**src/rtl/alu_ctrl_pkg.sv**
```systemverilog
// Shared definitions for the ALU front end: FSM encoding, port ids and default widths.
package alu_ctrl_pkg;

    localparam int unsigned ALU_L = 16;
    localparam int unsigned ALU_P = 0;

    localparam logic PORT_EXEC = 1'b0;
    localparam logic PORT_ADDR = 1'b1;

    typedef enum logic [1:0] {
        ST_IDLE = 2'd0,
        ST_EXEC = 2'd1,
        ST_RESP = 2'd2
    } state_e;

endpackage

```
**src/rtl/ALU.sv**
```systemverilog
// Shared combinational ALU: op 0 = signed divide, op 1 = signed multiply.
// Flags: bit0 zero, bit1 negative, bit2 overflow, bit3 divide-by-zero; upper bits pass through.
module ALU #(
    parameter int unsigned L = 16,
    parameter int unsigned P = 0
) (
    input  logic signed [L-1:0] A,
    input  logic signed [L-1:0] B,
    input  logic        [P:0]   Operation,
    input  logic        [L-1:0] FlagsIn,
    output logic        [L-1:0] R,
    output logic        [L-1:0] FlagsOut
);

    localparam logic [L-1:0] MIN_VAL = {1'b1, {(L-1){1'b0}}};

    logic signed [2*L-1:0] prod;
    logic                  ovf;
    logic                  dz;

    assign prod = $signed({{L{A[L-1]}}, A}) * $signed({{L{B[L-1]}}, B});

    always_comb begin
        R   = '0;
        ovf = 1'b0;
        dz  = 1'b0;
        if (Operation[0]) begin
            R   = prod[L-1:0];
            ovf = prod[2*L-1:L] != {L{prod[L-1]}};
        end else if (B == '0) begin
            dz = 1'b1;
        end else if (A == MIN_VAL && B == '1) begin
            // Only quotient that does not fit: wraps back to the minimum value
            R   = A;
            ovf = 1'b1;
        end else begin
            R = A / B;
        end
        FlagsOut    = FlagsIn;
        FlagsOut[0] = (R == '0);
        FlagsOut[1] = R[L-1];
        FlagsOut[2] = ovf;
        FlagsOut[3] = dz;
    end

endmodule

```
**src/rtl/rr_arbiter2.sv**
```systemverilog
// Two-way round-robin grant: a tie goes to the port that was not granted last.
module rr_arbiter2
    import alu_ctrl_pkg::*;
(
    input  logic       valid0_i,
    input  logic       valid1_i,
    input  logic       last_grant_i,
    input  logic       accept_i,
    output logic [1:0] grant_o
);

    logic pick1;

    assign pick1 = valid1_i & (~valid0_i | (last_grant_i == PORT_EXEC));

    always_comb begin
        grant_o = 2'b00;
        if (accept_i) begin
            grant_o = pick1 ? 2'b10 : {1'b0, valid0_i};
        end
    end

endmodule

```
**src/rtl/alu_arbiter.sv**
```systemverilog
// Sequential front end for the shared ALU: arbitrates two requesters, registers operands
// and results, returns results over valid/ready and owns the committed flags register.
module alu_arbiter
    import alu_ctrl_pkg::*;
#(
    parameter int unsigned L = ALU_L,
    parameter int unsigned P = ALU_P
) (
    input  logic                Clock,
    input  logic                ResetN,
    input  logic                Valid0,
    input  logic                Valid1,
    output logic                Ready0,
    output logic                Ready1,
    input  logic        [P:0]   Op0,
    input  logic        [P:0]   Op1,
    input  logic signed [L-1:0] A0,
    input  logic signed [L-1:0] B0,
    input  logic signed [L-1:0] A1,
    input  logic signed [L-1:0] B1,
    output logic                RespValid,
    input  logic                RespReady,
    output logic                RespId,
    output logic        [L-1:0] R,
    output logic        [L-1:0] FlagsOut,
    output logic        [L-1:0] Flags,
    input  logic                FlagsLoad,
    input  logic        [L-1:0] FlagsData,
    output logic                Busy
);

    state_e              state_q;
    logic                last_grant_q;
    logic                id_q;
    logic        [P:0]   op_q;
    logic signed [L-1:0] a_q;
    logic signed [L-1:0] b_q;
    logic        [L-1:0] r_q;
    logic        [L-1:0] flags_out_q;
    logic        [L-1:0] flags_q;
    logic        [L-1:0] flags_d;
    logic                resp_id_q;
    logic                resp_valid_q;
    logic                busy_q;

    logic                accept;
    logic        [1:0]   gnt;
    logic                grant_id;
    logic        [L-1:0] alu_r;
    logic        [L-1:0] alu_flags;

    // A new request can enter from IDLE, or from RESP in the cycle the result is taken
    assign accept = ResetN & (Valid0 | Valid1)
                  & ((state_q == ST_IDLE) | ((state_q == ST_RESP) & RespReady));

    rr_arbiter2 u_arb (
        .valid0_i     (Valid0),
        .valid1_i     (Valid1),
        .last_grant_i (last_grant_q),
        .accept_i     (accept),
        .grant_o      (gnt)
    );

    assign grant_id = gnt[1];

    ALU #(.L(L), .P(P)) u_alu (
        .A         (a_q),
        .B         (b_q),
        .Operation (op_q),
        .FlagsIn   (flags_q),
        .R         (alu_r),
        .FlagsOut  (alu_flags)
    );

    // Context-restore loads only in IDLE; otherwise flags move only on a response handshake
    always_comb begin
        flags_d = flags_q;
        if (state_q == ST_IDLE && FlagsLoad) begin
            flags_d = FlagsData;
        end else if (state_q == ST_RESP && RespReady) begin
            flags_d = flags_out_q;
        end
    end

    always_ff @(posedge Clock) begin
        if (!ResetN) begin
            state_q      <= ST_IDLE;
            last_grant_q <= PORT_ADDR;
            id_q         <= PORT_EXEC;
            op_q         <= '0;
            a_q          <= '0;
            b_q          <= '0;
            r_q          <= '0;
            flags_out_q  <= '0;
            flags_q      <= '0;
            resp_id_q    <= PORT_EXEC;
            resp_valid_q <= 1'b0;
            busy_q       <= 1'b0;
        end else begin
            flags_q <= flags_d;
            if (accept) begin
                op_q         <= grant_id ? Op1 : Op0;
                a_q          <= grant_id ? A1 : A0;
                b_q          <= grant_id ? B1 : B0;
                id_q         <= grant_id;
                last_grant_q <= grant_id;
            end
            case (state_q)
                ST_IDLE: begin
                    if (accept) begin
                        state_q <= ST_EXEC;
                        busy_q  <= 1'b1;
                    end
                end
                ST_EXEC: begin
                    r_q          <= alu_r;
                    flags_out_q  <= alu_flags;
                    resp_id_q    <= id_q;
                    resp_valid_q <= 1'b1;
                    state_q      <= ST_RESP;
                end
                ST_RESP: begin
                    if (RespReady) begin
                        resp_valid_q <= 1'b0;
                        if (accept) begin
                            state_q <= ST_EXEC;
                        end else begin
                            state_q <= ST_IDLE;
                            busy_q  <= 1'b0;
                        end
                    end
                end
                default: begin
                    state_q      <= ST_IDLE;
                    resp_valid_q <= 1'b0;
                    busy_q       <= 1'b0;
                end
            endcase
        end
    end

    assign Ready0    = gnt[0];
    assign Ready1    = gnt[1];
    assign RespValid = resp_valid_q;
    assign RespId    = resp_id_q;
    assign R         = r_q;
    assign FlagsOut  = flags_out_q;
    assign Flags     = flags_q;
    assign Busy      = busy_q;

endmodule

```
**config.mk**
```make
export PLATFORM = sky130hd
export DESIGN_NAME = alu_arbiter
export DESIGN_NICKNAME = d
export VERILOG_FILES = /design/src/rtl/alu_ctrl_pkg.sv /design/src/rtl/ALU.sv /design/src/rtl/rr_arbiter2.sv /design/src/rtl/alu_arbiter.sv
export SDC_FILE = /design/constraint.sdc
export NUM_CORES = 1
export LEC_CHECK = 0
export CORE_MARGIN = 1.5
export CORE_UTILIZATION = 45
export CTS_CLUSTER_SIZE = 30
export DETAILED_ROUTE_END_ITERATION = 10
export DONT_BUFFER_PORTS = 1
export GPL_TIMING_DRIVEN = 0
export MAX_ROUTING_LAYER = met4
export PLACE_DENSITY = 0.72
export REMOVE_ABC_BUFFERS = 1
export SETUP_SLACK_MARGIN = 0.5
export SLEW_MARGIN = 10
export SYNTH_ARGS = -nofsm -noshare
export SYNTH_HDL_FRONTEND = slang
export SYNTH_SLANG_ARGS = --single-unit
```
**constraint.sdc**
```tcl
create_clock -name Clock -period 40.6 [get_ports Clock]
set_input_delay 6.09 -clock Clock [delete_from_list [all_inputs] [get_ports Clock]]
set_output_delay 6.09 -clock Clock [all_outputs]
set_load 0.005 [all_outputs]
```
# ---- Word level (Yosys, flattened, before mapping)
# Index checks and enable logic that the tools add are counted.
dict set report totals {
  input_bits 88
  out_inout_bits 53
  ff_bits 88
}
dict set report op_classes {
  n_reduce_logical 10
  eq_ne 8
  mul 1
  n_mux 25
  bitwise_logic 11
  n_div 1
}
# operator n
set op_table {}
lappend op_table {{$mux W16} 7}
lappend op_table {{$eq A16 B16 Y1 const B} 2}
lappend op_table {{$logic_not A16 Y1} 2}
lappend op_table {{$mul A16 B16 Y32} 1}
lappend op_table {{$div A16 B16 Y16} 1}
lappend op_table {{$ne A16 B16 Y1} 1}
lappend op_table {{$mux W1} 11}
lappend op_table {{$mux W2} 4}
lappend op_table {{$ne A2 B2 Y1 const B} 3}
lappend op_table {{$pmux W1 S3} 2}
lappend op_table {{$pmux W2 S3} 1}
lappend op_table {{$and A1 B1 Y1} 4}
lappend op_table {{$not A1 Y1} 4}
lappend op_table {{$reduce_and A2 Y1} 2}
lappend op_table {{$reduce_and A4 Y1} 1}
lappend op_table {{$logic_and A1 B1 Y1} 3}
lappend op_table {{$or A1 B1 Y1} 3}
lappend op_table {{$eq A2 B1 Y1 const B} 1}
lappend op_table {{$eq A2 B2 Y1 const B} 1}
lappend op_table {{$logic_not A2 Y1} 1}
lappend op_table {{$reduce_bool A2 Y1} 1}

# ---- Depth between registers and ports, before layout
# Gate-level depths: netlist of run 1.
dict set report logic_depth {
  ltp_word 7
  depth_mapped 154
  mapped_depth_nobuf 141
}

# ---- Modules after synthesis
# From an unflattened synthesis of run 1, not the netlist that was laid out.
dict set report unflattened {
  cells_unflattened 2766
  area_unflattened_um2 22311.4
}
# mod seq_area_each_um2 instances cells_per_inst area_per_inst_um2
set by_module_without_submodules {}
lappend by_module_without_submodules {ALU 0.0 1 2359 18639.1}
lappend by_module_without_submodules {alu_arbiter 1761.7 1 402 3651.0}
lappend by_module_without_submodules {rr_arbiter2 0.0 1 5 21.3}

# ---- Worst setup path after synthesis of run 1
# OpenSTA, ideal clock, no wires.
dict set report synth_path {
  path_kind {flip-flop to flip-flop}
  startpoint {register b_q[0]}
  endpoint {register flags_out_q[0] (netlist: FlagsOut[0])}
  synth_period_minus_slack_ns 30.455
  arrival_time_ns 30.368
  path_slack_ns 10.145
  path_stages_with_launch 137
  path_cell_list {dfxtp_1 > buf_6 > inv_1 > ha_1 > or3b_1 > clkbuf_1 > o41ai_1 > xor2_1 > o2111ai_1 > buf_6 > clkbuf_1 > nor3_1 > nand2_1 > nand2_1 > o21ai_0 > ha_1 > or4_1 > nand2_1 > (+101 left out) > a21boi_0 > o31ai_1 > nand2_1 > clkinv_1 > mux2_2 > ha_1 > a21o_1 > a21o_1 > a21oi_1 > o21ai_0 > a21oi_1 > and4_1 > clkbuf_1 > and2_1 > a221oi_1 > a2111oi_1 > nand4_1 > o31ai_1}
}
dict set report synth_between {
  elab_chain_len 6
}
# item line_no
set synth_rtl {}
lappend synth_rtl {{start: declaration} alu_arbiter.sv:37} ;# logic signed [L-1:0] b_q;
lappend synth_rtl {{start signal: assignment} alu_arbiter.sv:104} ;# b_q <= grant_id ? B1 : B0;
lappend synth_rtl {{parallel branches: the longest is 4 deep, another holds $div A16 B16 Y16} n/a}
lappend synth_rtl {{$mux W16 (*)} ALU.sv:27} ;# if (Operation[0]) begin
lappend synth_rtl {{$logic_not A16 Y1 (*)} ALU.sv:40} ;# FlagsOut[0] = (R == '0);
lappend synth_rtl {{end signal: assignment} alu_arbiter.sv:117} ;# flags_out_q <= alu_flags;
lappend synth_rtl {{end: declaration} alu_arbiter.sv:39} ;# logic [L-1:0] flags_out_q;
# Every way passes the cells marked *.
# A chain may end at the register's enable or synchronous reset.

# ---- Final worst setup path of run 1
# Same ends and word-level chain as after synthesis.

==> results of run 1 <==
[flip-flops by register name, summed over array words and instances (netlist names)]
name and count:
op_q 1, Busy 1, Flags 16, b_q 16, FlagsOut 16, a_q 16, last_grant_q 1, id_q 1
RespValid 1, state_q 2, RespId 1, R 15
[cell families after synthesis]
| family | after synthesis | share of synthesized area |
|---|---|---|
| flip-flops | 87 | 0.07867 |
| AND/OR/NAND/NOR | 897 | 0.2048 |
| XOR/XNOR | 135 | 0.05375 |
| multiplexers | 78 | 0.03724 |
| buffers and inverters | 510 | 0.08986 |
| AO/OA/AOI/OAI | 552 | 0.1716 |
| adder cells (fa/ha/maj) | 487 | 0.3641 |
[per-stage QoR]
stage	instance area [um^2]	setup WS (ns)	utilization
after floorplan	21500	8.903	-
after global placement	22340	-1.585	0.4582
after detailed placement	22650	0.9238	0.4645
after CTS	22950	0.7065	0.4707
after global routing	23050	0.4922	0.4728
final	23050	2.870	0.4728
[metal layers]
| metal | global-route usage | vias to the layer above |
|---|---|---|
| li1 | - | 9065 |
| met1 | 0.3559 | 9675 |
| met2 | 0.4303 | 930 |
| met3 | 0.03475 | 167 |
| met4 | 0.09721 | 0 |
| met5 | - | - |
[worst register-to-register path: cells and delay by family (launching register included)]
family                   cells  cell delay, ns
AO/OA/AOI/OAI               67           18.84
XOR/XNOR                     1            0.55
adder cells (fa/ha/maj)     16            5.27
buffers and inverters        7            1.11
flip-flops                   1            0.68
multiplexers                 6            2.35
AND/OR/NAND/NOR             30            8.90
[final timing paths]
check	from	endpoint	slack, ns	cells after the start
setup / recovery	b_q[0]	FlagsOut[0]	2.87	127
setup reg to reg	b_q[0]	FlagsOut[0]	2.87	127
hold / removal	id_q	RespId	0.47	2
hold reg to reg	id_q	RespId	0.47	2
[cell usage in the layout (no fill, tap or decap), types with 17 or more instances in the layout]
cell,Yosys,final
o21a_1,31,31
nand4_1,17,17
nand2b_1,21,21
or3_1,21,21
a31oi_1,26,26
nand3_1,43,43
a22oi_1,21,21
fa_1,262,262
dfxtp_1,87,84
a21o_1,46,46
mux2_2,29,29
o31ai_1,19,19
nor3_1,62,60
inv_1,358,357
nor4_1,23,22
a21oi_1,129,128
ha_1,225,225
a211oi_1,59,58
xnor2_1,81,78
nand2_1,228,227
mux2i_1,46,45
nor2_1,206,204
o21ai_0,74,73
xor2_1,53,50
and2_1,183,183
o211ai_1,20,20
or2_2,17,17
[timing repair]
item,in CTS,in global routing
resized for setup,0,14
setup buffers,0,3
setup endpoints to repair,0,17
[area by class of cell]
| type | count | area [um^2] |
|---|---|---|
| clock inverters | 7 | 75.07 |
| repair inverters | 1 | 5.005 |
| repair buffers | 20 | 219.0 |
| diodes | 2 | 5.005 |
| inverters | 361 | 1365 |
| multi-input cells | 2149 | 18580 |
| clock buffers | 9 | 225.2 |
| fillers | 4691 | 25700 |
| well taps | 664 | 830.8 |
| flip-flops and latches | 87 | 1745 |
==> impl_metrics.env, run 1 <==
export IMPL_fp_dieW_um=224.8
export IMPL_drive_above_1_share=0.05239
export IMPL_fin_nets=3204
export IMPL_fin_skew_ns=0.01502
export IMPL_overflow=0
export IMPL_fin_hold_ws_ns=0.4730
export IMPL_grt_setup_unrepaired="no"
export IMPL_synth_edf_count=0
export IMPL_postSynthAreaPerCell_um2=8.062
export IMPL_via_count=19840
export IMPL_grt_pass1_wl_um=106300
export IMPL_hold_path_class="reg2reg"
export IMPL_endpoint_kind="register"
export IMPL_cts_sinks=87
export IMPL_fmax_mhz=26.50
export IMPL_drc=0
export IMPL_final_max_slew_violation_count=0
export IMPL_maxSlewHeadroom=0.08358
export IMPL_ys_async_sr_fraction=0
export IMPL_layoutNonFillerInstCount=3300
export IMPL_die_area_um2=50540
export IMPL_syn_cell_area_um2=22140
export IMPL_ant_nets=0
export IMPL_wl_per_cell_um=20.09
export IMPL_first_iter_violations=1734
export IMPL_timing_final_hold_violations=0
export IMPL_synth_area_top_cells="fa_1, ha_1, dfxtp_1"
export IMPL_path_clk_slew_ns=0.09
export IMPL_slowest_delay_ns=0.95
export IMPL_grtUsageTotal=0.2714
export IMPL_ys_flop_type="dfxtp_1"
export IMPL_arrival_ns=38.00
export IMPL_hold_buffers=0
export IMPL_placed_cells=3278
export IMPL_grt_pass1_vias=20160
export IMPL_wl_met2_um=30290
export IMPL_numCtsBuffers=9
export IMPL_synth_most_common_cell="inv_1"
export IMPL_timing_critical_path_buf_inv=7
export IMPL_path_common_cell="ha_1"
export IMPL_portBuffers=0
export IMPL_grt_max_degree=83
export IMPL_syn_instance_count=2746
export IMPL_drt_vias_per_instance=6.011
export IMPL_cts_tree="built"
export IMPL_grt_antenna_before_repair=1
export IMPL_fp_row_count=81
export IMPL_insertion_delay_ns=0.35
export IMPL_die_h_um=224.8
export IMPL_maxCapViolCount=0
export IMPL_gp_congestion=0.9692
export IMPL_startpoint_type="register"
export IMPL_syn_to_final_growth_pct=4.109
export IMPL_slowest_stage="a2111oi_1"
export IMPL_synth_top_area_frac=0.2369
export IMPL_period_share=0.9293
export IMPL_h_tree_depth=3
export IMPL_crit_fanout=23
export IMPL_clockBufferDepth=2
export IMPL_fin_crit_ns=37.73
export IMPL_first_pass_iters=6
export IMPL_synth_top_cell_by_area="fa_1"
export IMPL_synth_seq_area_share=0.07867
export IMPL_path_delay_family="compound AO/OA/AOI/OAI gates"
export IMPL_coreArea_um2=48750
export IMPL_post_dp_hpwl_um=50780
export IMPL_setup_viol=0
export IMPL_synth_commonest_cells="inv_1, fa_1, nand2_1"
export IMPL_worstSetupPathType="reg2reg"
export IMPL_cts_root_buf="clkbuf_16"
export IMPL_tns_ns=0
export IMPL_routed_wl_um=66290
export IMPL_synth_cell_types=96
export IMPL_synth_warnings=0
export IMPL_met3WireLength_um=5355
export IMPL_status="completed"
export IMPL_worst_pin_slew_ns=1.373
export IMPL_io_pins=141
export IMPL_wl_met1_um=28160
export IMPL_synth_seq_cells=87
export IMPL_critPathRequiredTime_ns=40.87
export IMPL_top_layer="met4"
export IMPL_start_util=0.4541
Power of run 1 is not shown: default switching activity piles up to over one toggle a cycle in this logic, so the estimate is an artifact.
==> run 2, diff against run 1 <==
--- a/config.mk
+++ b/config.mk
@@ -11,8 +11,7 @@
 export DETAILED_ROUTE_END_ITERATION = 10
 export DONT_BUFFER_PORTS = 1
 export GPL_TIMING_DRIVEN = 0
-export MAX_ROUTING_LAYER = met4
-export PLACE_DENSITY = 0.72
+export PLACE_DENSITY = 0.74
 export REMOVE_ABC_BUFFERS = 1
 export SETUP_SLACK_MARGIN = 0.5
 export SLEW_MARGIN = 10
==> constraint.sdc (replaced) <==
create_clock -name Clock -period 33.4 [get_ports Clock]
set_input_delay 5.01 -clock Clock [delete_from_list [all_inputs] [get_ports Clock]]
set_output_delay 5.01 -clock Clock [all_outputs]
set_load 0.005 [all_outputs]
==> impl_metrics.env, run 2 (synthesized netlist as in run 1, its figures left out) <==
export IMPL_status="completed"
export IMPL_routed_wl_um=67680
export IMPL_path_clk_slew_ns=0.08
export IMPL_startpoint_type="register"
export IMPL_gp_congestion=0.9372
export IMPL_multiInputGateArea_um2=19020
export IMPL_setup_viol=0
export IMPL_final_max_slew_violation_count=0
export IMPL_final_cell_mix="inv_1, fa_1, nand2_1, ha_1, nor2_1"
export IMPL_hold_buffers=0
export IMPL_grt_pass1_wl_um=105800
export IMPL_grtUsageTotal=0.2631
export IMPL_grt_pass1_vias=20220
export IMPL_fmax_mhz=31.72
export IMPL_period_share=0.9439
export IMPL_worst_pin_slew_ns=1.396
export IMPL_grt_max_degree=83
export IMPL_via_count=20220
export IMPL_numCtsBuffers=9
export IMPL_antennaDiodeCount=0
export IMPL_drive_above_1_share=0.08982
export IMPL_timing_final_hold_violations=0
export IMPL_post_dp_hpwl_um=50640
export IMPL_slowest_stage="a2111oi_4"
export IMPL_clockBufferDepth=2
export IMPL_drc=0
export IMPL_insertion_delay_ns=0.36
export IMPL_cts_root_buf="clkbuf_16"
export IMPL_hold_path_class="reg2reg"
export IMPL_arrival_ns=31.81
export IMPL_endpoint_kind="register"
export IMPL_critPathRequiredTime_ns=33.68
export IMPL_fp_dieW_um=224.8
export IMPL_wl_per_cell_um=20.29
export IMPL_cts_sinks=87
export IMPL_layout_commonest_cell="inv_1"
export IMPL_first_iter_violations=1752
export IMPL_crit_fanout=21
export IMPL_tns_ns=0
export IMPL_maxCapViolCount=0
export IMPL_regArea_um2=1780
export IMPL_ant_nets=0
export IMPL_die_h_um=224.8
export IMPL_drt_vias_per_instance=6.062
export IMPL_fin_nets=3242
export IMPL_slowest_delay_ns=0.54
export IMPL_coreArea_um2=48750
export IMPL_met3WireLength_um=6189
export IMPL_worstSetupPathType="reg2reg"
export IMPL_first_pass_iters=7
export IMPL_die_area_um2=50540
export IMPL_fp_row_count=81
export IMPL_fin_crit_ns=31.53
export IMPL_num_fill_cells=4577
export IMPL_path_common_cell="ha_1"
export IMPL_grt_setup_unrepaired="no"
export IMPL_h_tree_depth=3
export IMPL_overflow=0
export IMPL_top_layer="met5"
export IMPL_start_util=0.4541
export IMPL_io_pins=141
export IMPL_grt_antenna_before_repair=1
export IMPL_maxSlewHeadroom=0.05755
export IMPL_wl_met1_um=27690
export IMPL_fin_skew_ns=0.01916
export IMPL_cts_tree="built"
export IMPL_syn_to_final_growth_pct=7.573
export IMPL_wl_met2_um=30900
export IMPL_portBuffers=0
run 2: cell types whose count changed in the layout (fill, tap and decap cells not counted), sizes merged:
cell / before / now
diode: 2 / 0
inv: 362 / 363
clkinvlp: 4 / 2
buf: 20 / 59
run 2: timing repair:
action / in CTS / in global routing
gates cloned: 0 / 0
hold endpoints to repair: 0 / 0
gates resized for setup: 61 / 55
pin swaps: 5 / 16
endpoints found under the setup margin: 17 / 17
buffers inserted: 15 / 28
run 2: final timing paths:
kind / from / to / slack (ns) / depth (start not counted)
setup / recovery: b_q[1] / FlagsOut[0] / 1.87 / 137
hold / removal: id_q / RespId / 0.47 / 2
setup reg to reg: b_q[1] / FlagsOut[0] / 1.87 / 137
hold reg to reg: id_q / RespId / 0.47 / 2
run 2: metrics by stage:
stage	util	instances	instance area (um^2)	setup slack [ns]	hold slack [ns]
after floorplan	-	2597	21500	1.703	0.4312
after CTS	0.4787	3308	23330	0.6809	0.4740
final	0.4885	3336	23820	1.874	0.4719
after global routing	0.4885	3336	23820	0.3346	0.4853
after global placement	0.4582	3261	22340	-8.850	0.4422
after detailed placement	0.4646	3277	22650	-5.634	0.4656
run 2: area by class of cell:
cell class / instances / area share
clock buffer: 9 / 0.009457
clock inverter: 7 / 0.003152
inverter: 361 / 0.05732
multi-input combinational: 2149 / 0.7985
sequential: 87 / 0.07476
tap: 664 / 0.03489
timing repair buffer: 59 / 0.02196
run 2: critical path: cells and delay by family (launching register included):
family,cells,cell delay [ns]
DFF,1,0.46
and+or+nand+nor,32,6.76
adders and majority gates,17,5.22
xor gates and xnor gates,3,0.59
buffers and inverters,12,1.81
muxes,2,0.75
AOI/OAI and AO/OA,71,15.79
run 2: metal layers:
layer | up-vias | GRT usage
li1 | 9139 | -
met1 | 9862 | 0.3497
met2 | 1030 | 0.4243
met3 | 191 | 0.04050
met4 | 2 | 0.1132
met5 | - | 0
Power of run 2 is left out for the same reason.
==> run 3, diff against run 2 <==
--- a/config.mk
+++ b/config.mk
@@ -5,13 +5,14 @@
 export SDC_FILE = /design/constraint.sdc
 export NUM_CORES = 1
 export LEC_CHECK = 0
+export ABC_CLOCK_PERIOD_IN_PS = 34900
 export CORE_MARGIN = 1.5
 export CORE_UTILIZATION = 45
 export CTS_CLUSTER_SIZE = 30
 export DETAILED_ROUTE_END_ITERATION = 10
 export DONT_BUFFER_PORTS = 1
 export GPL_TIMING_DRIVEN = 0
-export PLACE_DENSITY = 0.74
+export PLACE_DENSITY = 0.72
 export REMOVE_ABC_BUFFERS = 1
 export SETUP_SLACK_MARGIN = 0.5
 export SLEW_MARGIN = 10
==> constraint.sdc (replaced) <==
create_clock -name Clock -period 34.9 [get_ports Clock]
set_input_delay 5.235 -clock Clock [delete_from_list [all_inputs] [get_ports Clock]]
set_output_delay 5.235 -clock Clock [all_outputs]
set_load 0.005 [all_outputs]
==> impl_metrics.env, run 3 (synthesized netlist as in run 1, its figures left out) <==
export IMPL_post_dp_hpwl_um=50890
export IMPL_arrival_ns=33.27
export IMPL_die_h_um=224.8
export IMPL_maxSlewHeadroom=0.1066
export IMPL_setup_slack_ns=1.900
export IMPL_final_max_slew_violation_count=0
export IMPL_setup_viol=0
export IMPL_endpoint_kind="register"
export IMPL_ant_nets=0
export IMPL_fp_dieW_um=224.8
export IMPL_die_area_um2=50540
export IMPL_drive_above_1_share=0.07820
export IMPL_final_util=0.4838
export IMPL_slowest_stage="dfxtp_2"
export IMPL_grt_setup_unrepaired="no"
export IMPL_first_iter_violations=1566
export IMPL_fmax_mhz=30.30
export IMPL_status="completed"
export IMPL_hold_buffers=0
export IMPL_final_cell_mix="inv_1, fa_1, nand2_1, ha_1, nor2_1"
export IMPL_cts_tree="built"
export IMPL_drc=0
export IMPL_grt_max_degree=83
export IMPL_gp_congestion=0.9614
export IMPL_cts_sinks=87
export IMPL_insertion_delay_ns=0.35
export IMPL_maxCapViolCount=0
export IMPL_wl_per_cell_um=20.26
export IMPL_portBuffers=0
export IMPL_worst_pin_slew_ns=1.338
export IMPL_coreArea_um2=48750
export IMPL_hold_path_class="reg2reg"
export IMPL_fin_nets=3230
export IMPL_fp_row_count=81
export IMPL_grt_antenna_before_repair=3
export IMPL_overflow=0
export IMPL_fin_skew_ns=0.01419
export IMPL_timing_final_hold_violations=0
export IMPL_first_pass_iters=5
export IMPL_antennaDiodeCount=0
export IMPL_path_clk_slew_ns=0.08
export IMPL_io_pins=141
export IMPL_routed_wl_um=67360
export IMPL_clockBufferDepth=2
export IMPL_syn_to_final_growth_pct=6.528
export IMPL_r2r_slack_ns=1.90
export IMPL_grtUsageTotal=0.2648
export IMPL_layout_commonest_cell="inv_1"
export IMPL_grt_pass1_wl_um=106800
export IMPL_worstSetupPathType="reg2reg"
export IMPL_post_place_ws_ns=-4.991
export IMPL_crit_fanout=21
export IMPL_cts_root_buf="clkbuf_16"
export IMPL_slowest_delay_ns=0.52
export IMPL_period_share=0.9456
export IMPL_numCtsBuffers=9
export IMPL_path_common_cell="ha_1"
export IMPL_startpoint_type="register"
export IMPL_fin_crit_ns=33.00
export IMPL_drt_vias_per_instance=6.055
export IMPL_grt_pass1_vias=20400
export IMPL_h_tree_depth=3
export IMPL_critPathRequiredTime_ns=35.17
export IMPL_via_count=20130
export IMPL_start_util=0.4541
run 3: routing by layer:
| layer | vias to the layer above | share of wire | global-route usage |
|---|---|---|---|
| li1 | 9135 | - | - |
| met1 | 9762 | 0.41 | 0.3523 |
| met2 | 1011 | 0.45 | 0.4278 |
| met3 | 214 | 0.092 | 0.04193 |
| met4 | 4 | 0.048 | 0.1095 |
| met5 | - | 0.00030 | 0 |
run 3: critical path: cells and delay by family (launching register included):
kind            cells  cell delay [ns]
xor+xnor            2             0.49
mux                 4             1.57
buf+inv            11             1.93
fa+ha+maj          17             5.39
compound gates     66            15.75
flops               1             0.52
simple gates       30             7.20
run 3: cell type report:
| type | count | area, um^2 |
|---|---|---|
| clock buffer | 10 | 239.0 |
| clock inverter | 6 | 76.32 |
| fill | 4641 | 25160 |
| inverter | 361 | 1363 |
| multi-input combinational | 2150 | 18910 |
| sequential | 87 | 1760 |
| tap | 664 | 830.8 |
| timing repair buffer | 46 | 405.4 |
run 3: per-stage QoR:
stage	setup TNS (ns)	instances	hold WS, ns	area (um^2)
floorplan	0	2597	0.4312	21500
global placement	-112.68	3261	0.4405	22340
detailed placement	-72.15	3279	0.4678	22640
CTS	0	3311	0.4734	23230
global route	0	3324	0.5046	23580
finish	0	3324	0.4782	23580
run 3: worst paths after layout:
kind / from / to / depth (start not counted)
max: b_q[1] / FlagsOut[0] / 130
min: id_q / RespId / 2
max reg2reg: b_q[1] / FlagsOut[0] / 130
min reg2reg: id_q / RespId / 2
run 3: what timing repair did:
action                     CTS  global route
setup endpoints to repair   17            17
cloned                       1             0
resized for setup           39            44
pin swaps                    4             8
buffers inserted            15            13
Power of run 3 is left out for the same reason.
